## src/rtl/fifo_sample_writer_if.sv

```systemverilog
// FIFO write-side bus between the sample writer (master) and synchronous_fifo (slave).
// Carries the write strobe/word and the FIFO occupancy/full status used for admission.
interface fifo_sample_writer_if #(
  parameter int unsigned DATA_WIDTH = 24,
  parameter int unsigned ADDR_WIDTH = 4
);
  logic                  wr_en;
  logic [DATA_WIDTH-1:0] filter_fifo_data;
  logic [ADDR_WIDTH:0]   fifo_sample_num;
  logic                  full;

  modport master (
    output wr_en,
    output filter_fifo_data,
    input  fifo_sample_num,
    input  full
  );

  modport slave (
    input  wr_en,
    input  filter_fifo_data,
    output fifo_sample_num,
    output full
  );
endinterface

```

## src/rtl/fifo_sample_writer.sv

```systemverilog
// Writes filtered X/Y/Z triples into the FIFO as atomic 3-word frames, with sticky overrun.
// Optional macro FIFO_WR_STANDBY_GATE_EN: STANDBY suppresses capture and clears queued frames.
module fifo_sample_writer #(
  parameter int unsigned DATA_WIDTH   = 24,
  parameter int unsigned ADDR_WIDTH   = 4,
  parameter int unsigned SAMPLE_WIDTH = 20
) (
  input  logic                    mems_clk,
  input  logic                    rst_n,
  input  logic                    sample_valid,
  input  logic [SAMPLE_WIDTH-1:0] xdata_in,
  input  logic [SAMPLE_WIDTH-1:0] ydata_in,
  input  logic [SAMPLE_WIDTH-1:0] zdata_in,
  input  logic                    STANDBY,
  input  logic                    ovr_clr,
  fifo_sample_writer_if.master    fifo,
  output logic                    FIFO_OVR,
  output logic                    busy
);

  localparam int unsigned CNT_W = ADDR_WIDTH + 1;
  localparam logic [CNT_W-1:0] DEPTH       = CNT_W'(1 << ADDR_WIDTH);
  localparam logic [CNT_W-1:0] FRAME_WORDS = CNT_W'(3);

  typedef enum logic [1:0] {IDLE, WR_X, WR_Y, WR_Z} state_t;

  typedef struct packed {
    logic [SAMPLE_WIDTH-1:0] x;
    logic [SAMPLE_WIDTH-1:0] y;
    logic [SAMPLE_WIDTH-1:0] z;
  } triple_t;

  state_t                state_q, state_d;
  triple_t               act_q, act_d, pend_q, pend_d, cand, new_frame;
  logic                  act_vld_q, act_vld_d, pend_vld_q, pend_vld_d;
  logic                  wr_en_d, ovr_d, busy_d, ovr_set, check, promote;
  logic                  stby, sv_eff, admit;
  logic [DATA_WIDTH-1:0] data_d;
  logic [CNT_W-1:0]      free_cnt;

`ifdef FIFO_WR_STANDBY_GATE_EN
  assign stby = STANDBY;
`else
  logic unused_standby;
  assign unused_standby = STANDBY;
  assign stby           = 1'b0;
`endif

  // FIFO word: sample, two reserved zeros, empty-read marker (0 on write), X marker
  function automatic logic [DATA_WIDTH-1:0] fmt_word(input logic [SAMPLE_WIDTH-1:0] s,
                                                     input logic xmark);
    return DATA_WIDTH'({s, 2'b00, 1'b0, xmark});
  endfunction

  assign sv_eff    = sample_valid & ~stby;
  assign new_frame = '{x: xdata_in, y: ydata_in, z: zdata_in};
  assign free_cnt  = DEPTH - fifo.fifo_sample_num;
  assign admit     = (free_cnt >= FRAME_WORDS) && !fifo.full;

  // State and output registers
  always_ff @(posedge mems_clk or negedge rst_n) begin
    if (!rst_n) begin
      state_q               <= IDLE;
      act_q                 <= '0;
      act_vld_q             <= 1'b0;
      pend_q                <= '0;
      pend_vld_q            <= 1'b0;
      fifo.wr_en            <= 1'b0;
      fifo.filter_fifo_data <= '0;
      FIFO_OVR              <= 1'b0;
      busy                  <= 1'b0;
    end else begin
      state_q               <= state_d;
      act_q                 <= act_d;
      act_vld_q             <= act_vld_d;
      pend_q                <= pend_d;
      pend_vld_q            <= pend_vld_d;
      fifo.wr_en            <= wr_en_d;
      fifo.filter_fifo_data <= data_d;
      FIFO_OVR              <= ovr_d;
      busy                  <= busy_d;
    end
  end

  // Next state; outputs are computed from the next state so they align with state_q
  always_comb begin
    state_d    = state_q;
    act_d      = act_q;
    act_vld_d  = act_vld_q;
    pend_d     = pend_q;
    pend_vld_d = pend_vld_q;
    wr_en_d    = 1'b0;
    data_d     = '0;
    ovr_set    = 1'b0;
    check      = 1'b0;
    promote    = 1'b0;
    cand       = act_q;

    case (state_q)
      IDLE: begin
        if (!stby && act_vld_q) begin
          check     = 1'b1;
          act_vld_d = 1'b0;
        end else if (!stby && pend_vld_q) begin
          check      = 1'b1;
          promote    = 1'b1;
          cand       = pend_q;
          act_d      = pend_q;
          pend_vld_d = 1'b0;
        end
        if (check) begin
          if (admit) begin
            state_d = WR_X;
            wr_en_d = 1'b1;
            data_d  = fmt_word(cand.x, 1'b1);
          end else begin
            ovr_set = 1'b1;
          end
        end
      end
      WR_X: begin
        state_d = WR_Y;
        wr_en_d = 1'b1;
        data_d  = fmt_word(act_q.y, 1'b0);
      end
      WR_Y: begin
        state_d = WR_Z;
        wr_en_d = 1'b1;
        data_d  = fmt_word(act_q.z, 1'b0);
      end
      default: state_d = IDLE;
    endcase

    // Capture: straight to active only when nothing else is queued, else one-deep pending
    if (sv_eff) begin
      if (state_q == IDLE && !act_vld_q && !pend_vld_q) begin
        act_d     = new_frame;
        act_vld_d = 1'b1;
      end else if (!pend_vld_q || promote) begin
        pend_d     = new_frame;
        pend_vld_d = 1'b1;
      end else begin
        ovr_set = 1'b1;
      end
    end

    if (stby) begin
      pend_vld_d = 1'b0;
      if (state_q == IDLE) act_vld_d = 1'b0;
    end

    ovr_d  = ovr_set | (FIFO_OVR & ~ovr_clr);
    busy_d = (state_d != IDLE) | act_vld_d | pend_vld_d;
  end

endmodule

```

## src/flat_wrapper.sv

```systemverilog
// flat-port wrapper written by rule: the top's interface ports become plain ports
module fifo_sample_writer_flat 
#(
  parameter int unsigned DATA_WIDTH   = 24,
  parameter int unsigned ADDR_WIDTH   = 4,
  parameter int unsigned SAMPLE_WIDTH = 20
)
  (mems_clk, rst_n, sample_valid, xdata_in, ydata_in, zdata_in, STANDBY, ovr_clr, FIFO_OVR, busy, fifo_wr_en, fifo_filter_fifo_data, fifo_fifo_sample_num, fifo_full);
  fifo_sample_writer_if #(.DATA_WIDTH(DATA_WIDTH), .ADDR_WIDTH(ADDR_WIDTH)) fifo_i ();
  input  logic mems_clk;
  input  logic rst_n;
  input  logic sample_valid;
  input  logic [SAMPLE_WIDTH-1:0] xdata_in;
  input  logic [SAMPLE_WIDTH-1:0] ydata_in;
  input  logic [SAMPLE_WIDTH-1:0] zdata_in;
  input  logic STANDBY;
  input  logic ovr_clr;
  output logic FIFO_OVR;
  output logic busy;
  output wire logic [$bits(fifo_i.wr_en)-1:0] fifo_wr_en;
  output wire logic [$bits(fifo_i.filter_fifo_data)-1:0] fifo_filter_fifo_data;
  input wire logic [$bits(fifo_i.fifo_sample_num)-1:0] fifo_fifo_sample_num;
  input wire logic [$bits(fifo_i.full)-1:0] fifo_full;
  assign fifo_wr_en = fifo_i.wr_en;
  assign fifo_filter_fifo_data = fifo_i.filter_fifo_data;
  assign fifo_i.fifo_sample_num = fifo_fifo_sample_num;
  assign fifo_i.full = fifo_full;
  fifo_sample_writer #(.DATA_WIDTH(DATA_WIDTH), .ADDR_WIDTH(ADDR_WIDTH), .SAMPLE_WIDTH(SAMPLE_WIDTH)) u_core (.mems_clk(mems_clk), .rst_n(rst_n), .sample_valid(sample_valid), .xdata_in(xdata_in), .ydata_in(ydata_in), .zdata_in(zdata_in), .STANDBY(STANDBY), .ovr_clr(ovr_clr), .fifo(fifo_i), .FIFO_OVR(FIFO_OVR), .busy(busy));
endmodule
```

## config.mk

```make
export PLATFORM = sky130hd
export DESIGN_NAME = fifo_sample_writer_flat
export DESIGN_NICKNAME = d
export VERILOG_FILES = /design/src/rtl/fifo_sample_writer_if.sv /design/src/rtl/fifo_sample_writer.sv /design/src/flat_wrapper.sv
export SDC_FILE = /design/constraint.sdc
export NUM_CORES = 1
export LEC_CHECK = 0
export BUFFER_PORTS_ARGS = -buffer_cell sky130_fd_sc_hd__buf_2
export CAP_MARGIN = 30
export CORE_MARGIN = 5
export CORE_UTILIZATION = 50
export DETAILED_ROUTE_END_ITERATION = 10
export GPL_TIMING_DRIVEN = 1
export PLACE_DENSITY_LB_ADDON = 0.08
export SKIP_CTS_REPAIR_TIMING = 1
export SYNTH_ARGS = -nofsm -noshare
export SYNTH_HDL_FRONTEND = slang
export SYNTH_SLANG_ARGS = --single-unit
```

## constraint.sdc

```tcl
create_clock -name mems_clk -period 4.7 [get_ports mems_clk]
set_clock_uncertainty 0.15 [all_clocks]
set_input_delay 0.705 -clock mems_clk [delete_from_list [all_inputs] [get_ports mems_clk]]
set_output_delay 0.705 -clock mems_clk [all_outputs]
set_load 0.02 [all_outputs]
```

==> impl_metrics.toml <==
[floorplan]
rows = 41
num_io_pins = 98
die_y_um = 125
die_w_um = 125
die_area_um2 = 15500
initial_utilization = 0.515
core-area_um2 = 12700

[timing]
tns_ps = 0
worst_hold_slack_ps = 171
finalSetupViolations = 0
fmax_ghz = 0.358
slew_viol_final = 0
finalHoldViolations = 0
worst_pin_slew_ps = 950
finalCriticalPeriod_ps = 2800
rsz0062_at_grt = "false"
min_period_over_period = 0.595
maxSlewHeadroom = 0.366

[synthesis]
yosys-top-cells-area = "dfrtp_1 (56%), mux2i_1 (12%), mux2_2 (10%)"
synth_area_leader_cell = "dfrtp_1"
yosysMostFrequentCell = "dfrtp_1"
synth_commonest_cells = "dfrtp_1 (148), mux2i_1 (80), mux2_2 (60), nand2_1 (60), o21ai_0 (38)"
synth_area_per_cell_um2 = 12.3
synth_warnings = 0
synth_edf_count = 0
synth_ff_type = "dfrtp_1"
syn_area_um2 = 6560
ys_types = 34
yosysTopAreaCellShare = 0.565
synth-async-reset-ratio = 1.00
ys_seq_elements = 148
synthCells = 535
yosysSeqAreaShare = 0.565

[final_layout]
antenna_cells = 0
nFillCells = 1069
drive_gt1_frac = 0.300
area_growth_pct = 15.9
multi_input_area_um2 = 2590
nets = 694
seqCellArea_um2 = 3700
fin_area_um2 = 7600

[routing]
drc = 0
vias_per_cell = 5.40
drt_first_pass_iters = 5
detail_route.wl_per_cell_um = 18.1
drt_iter0_drc = 321
wl_um = 14400
via_count = 4290
ant_nets = 0

[grt]
met3_usage = 0.0455
top_usage_layer = "met2"
grt_max_degree = 81
grt_use_met2 = 0.282
antenna_found_initial = 0
grt_pass1_wl_um = 23600
gr-total-overflow = 0
first_global_vias = 4424
grt_use_total = 0.193
grtUsageMet1 = 0.278

[place]
io_buffers = 93
place.gp.congestion = 0.806
place_area_um2 = 7120
post-dp-hpwl_um = 9290

[critical_path]
r2r_slack_ps = 1900
worstPathMaxFanout = 31
end_kind = "flop"
critPathLaunch = "u_core.state_q[1]$_DFF_PN0_"
max_stage_delay_ps = 610
path_depth = 7
cp_cell_sequence = "inv_1, ha_1, nand2b_2, xor2_1, nand2_2, buf_12, mux2_2"
crit_slowest_cell = "nand2_2"
cp-start-kind = "flop"
critPathTopFamily = "simple AND/OR/NAND/NOR gates"
reg2reg_to = "u_core.pend_q[57]$_DFFE_PN0P_"
r2r_cells = 7
timing.rr.start = "u_core.state_q[1]$_DFF_PN0_"
cp_data_required_time_ps = 4850
path_class = "reg2reg"
crit_arrival_ps = 2940
worst-path-buf-inv = 2
crit_end = "u_core.pend_q[57]$_DFFE_PN0P_"

[power]
power.internal_uw = 3710
total_power_uw = 5720
pwr-share-comb = 0.403
ir_drop_mv = 0.377
power.leakage_uw = 0.00371
power.density_nw_per_um2 = 752
switchingPower_uw = 2010
p_clk_frac = 0.200
swShare = 0.351
p_seq_frac = 0.398

[run_status]
status = "finished, final reports clean"

[clock_tree]
ctsHtreeMaxLevel = 4
clkLatencyLatePin_ps = 420
cts-root-buf = "clkbuf_16"
cts_buffer_depth = 2
cts_tree = "yes"
path_clk_slew_ps = 50
clock_sinks = 148
cts_buffers = 17

[run]
cap_violations = 0

[worst_hold_path]
hp-class = "in2async"
==> stage by stage <==
| stage | setup WS (ps) | instances | utilization |
|---|---|---|---|
| after global placement | 1950 | 769 | 0.558 |
| after detailed placement | 1910 | 770 | 0.560 |
| final | 1900 | 795 | 0.597 |
| after CTS | 1900 | 795 | 0.597 |
| after global routing | 1690 | 795 | 0.597 |
| after floorplan | 2660 | 537 | - |
==> cell type report <==
class,instances,area share
Timing Repair Buffer,101,0.0759
Multi-Input combinational cell,340,0.341
Inverter,9,0.00445
Clock buffer,24,0.0621
Tap cell,172,0.0283
Clock inverter,1,0.000659
Sequential cell,148,0.487
==> flip-flops by register name, summed over array words and instances (netlist names) <==
| name | cells |
|---|---|
| u_core.pend_q | 60 |
| u_core.busy | 1 |
| u_core.act_vld_q | 1 |
| u_core.FIFO_OVR | 1 |
| u_core.act_q | 60 |
| u_core.state_q | 2 |
| u_core.fifo.filter_fifo_data | 21 |
| u_core.pend_vld_q | 1 |
| u_core.fifo.wr_en | 1 |
==> cell usage in the layout (no fill, tap or decap), types with 6 or more instances in the layout <==
master	netlist	routed
dfrtp_1	148	148
buf_2	16	92
mux2i_1	80	80
nand2_1	60	60
mux2_2	60	60
o21ai_0	38	38
o21ai_1	26	26
a22oi_1	20	20
o22ai_1	20	20
clkbuf_16	0	17
inv_1	9	9
ha_1	6	6
==> per-layer routing <==
layer  part of all wire  wire length, µm
met5                  0                0
met4              0.016              224
met3              0.044              627
met2               0.45             6400
met1               0.50             7120
==> power groups by stage <==
stage,registers (µW),clock network (µW),logic (µW)
final,2270,1140,2300
after global routing,2350,1220,2510
after CTS,2270,1160,2320
after detailed placement,2290,0,2310
after global placement,2250,0,2230
after floorplan,2270,0,1740
==> worst min path at each step <==
stage / end / slack (ps) / depth (start not counted)
2_1_floorplan: u_core.FIFO_OVR$_DFF_PN0_ / 260 / 0
3_3_place_gp: u_core.pend_q[35]$_DFFE_PN0P_ / 340 / 1
4_1_cts: u_core.act_q[56]$_DFF_PN0_ / 190 / 1
5_1_grt: u_core.act_q[53]$_DFF_PN0_ / 230 / 1
6_report: u_core.act_q[56]$_DFF_PN0_ / 170 / 1
3_5_place_dp: u_core.pend_q[1]$_DFFE_PN0P_ / 340 / 1
==> worst register-to-register path: cells and delay by family (launching register included) <==
kind | cells | cell delay [ps]
adders and majority gates | 1 | 320
xor gates and xnor gates | 1 | 170
DFF | 1 | 420
buffers and inverters | 2 | 500
and+or+nand+nor | 2 | 760
muxes | 1 | 370
==> logic make-up after synthesis <==
kind of cell	after synthesis	share of synthesized area
AOI/OAI and AO/OA	113	0.102
xor gates and xnor gates	1	0.00134
adders and majority gates	8	0.0145
buffers and inverters	49	0.0426
DFF	148	0.565
muxes	140	0.225
other	1	0.000572
and+or+nand+nor	75	0.0491
(Power assumes the default switching activity.)
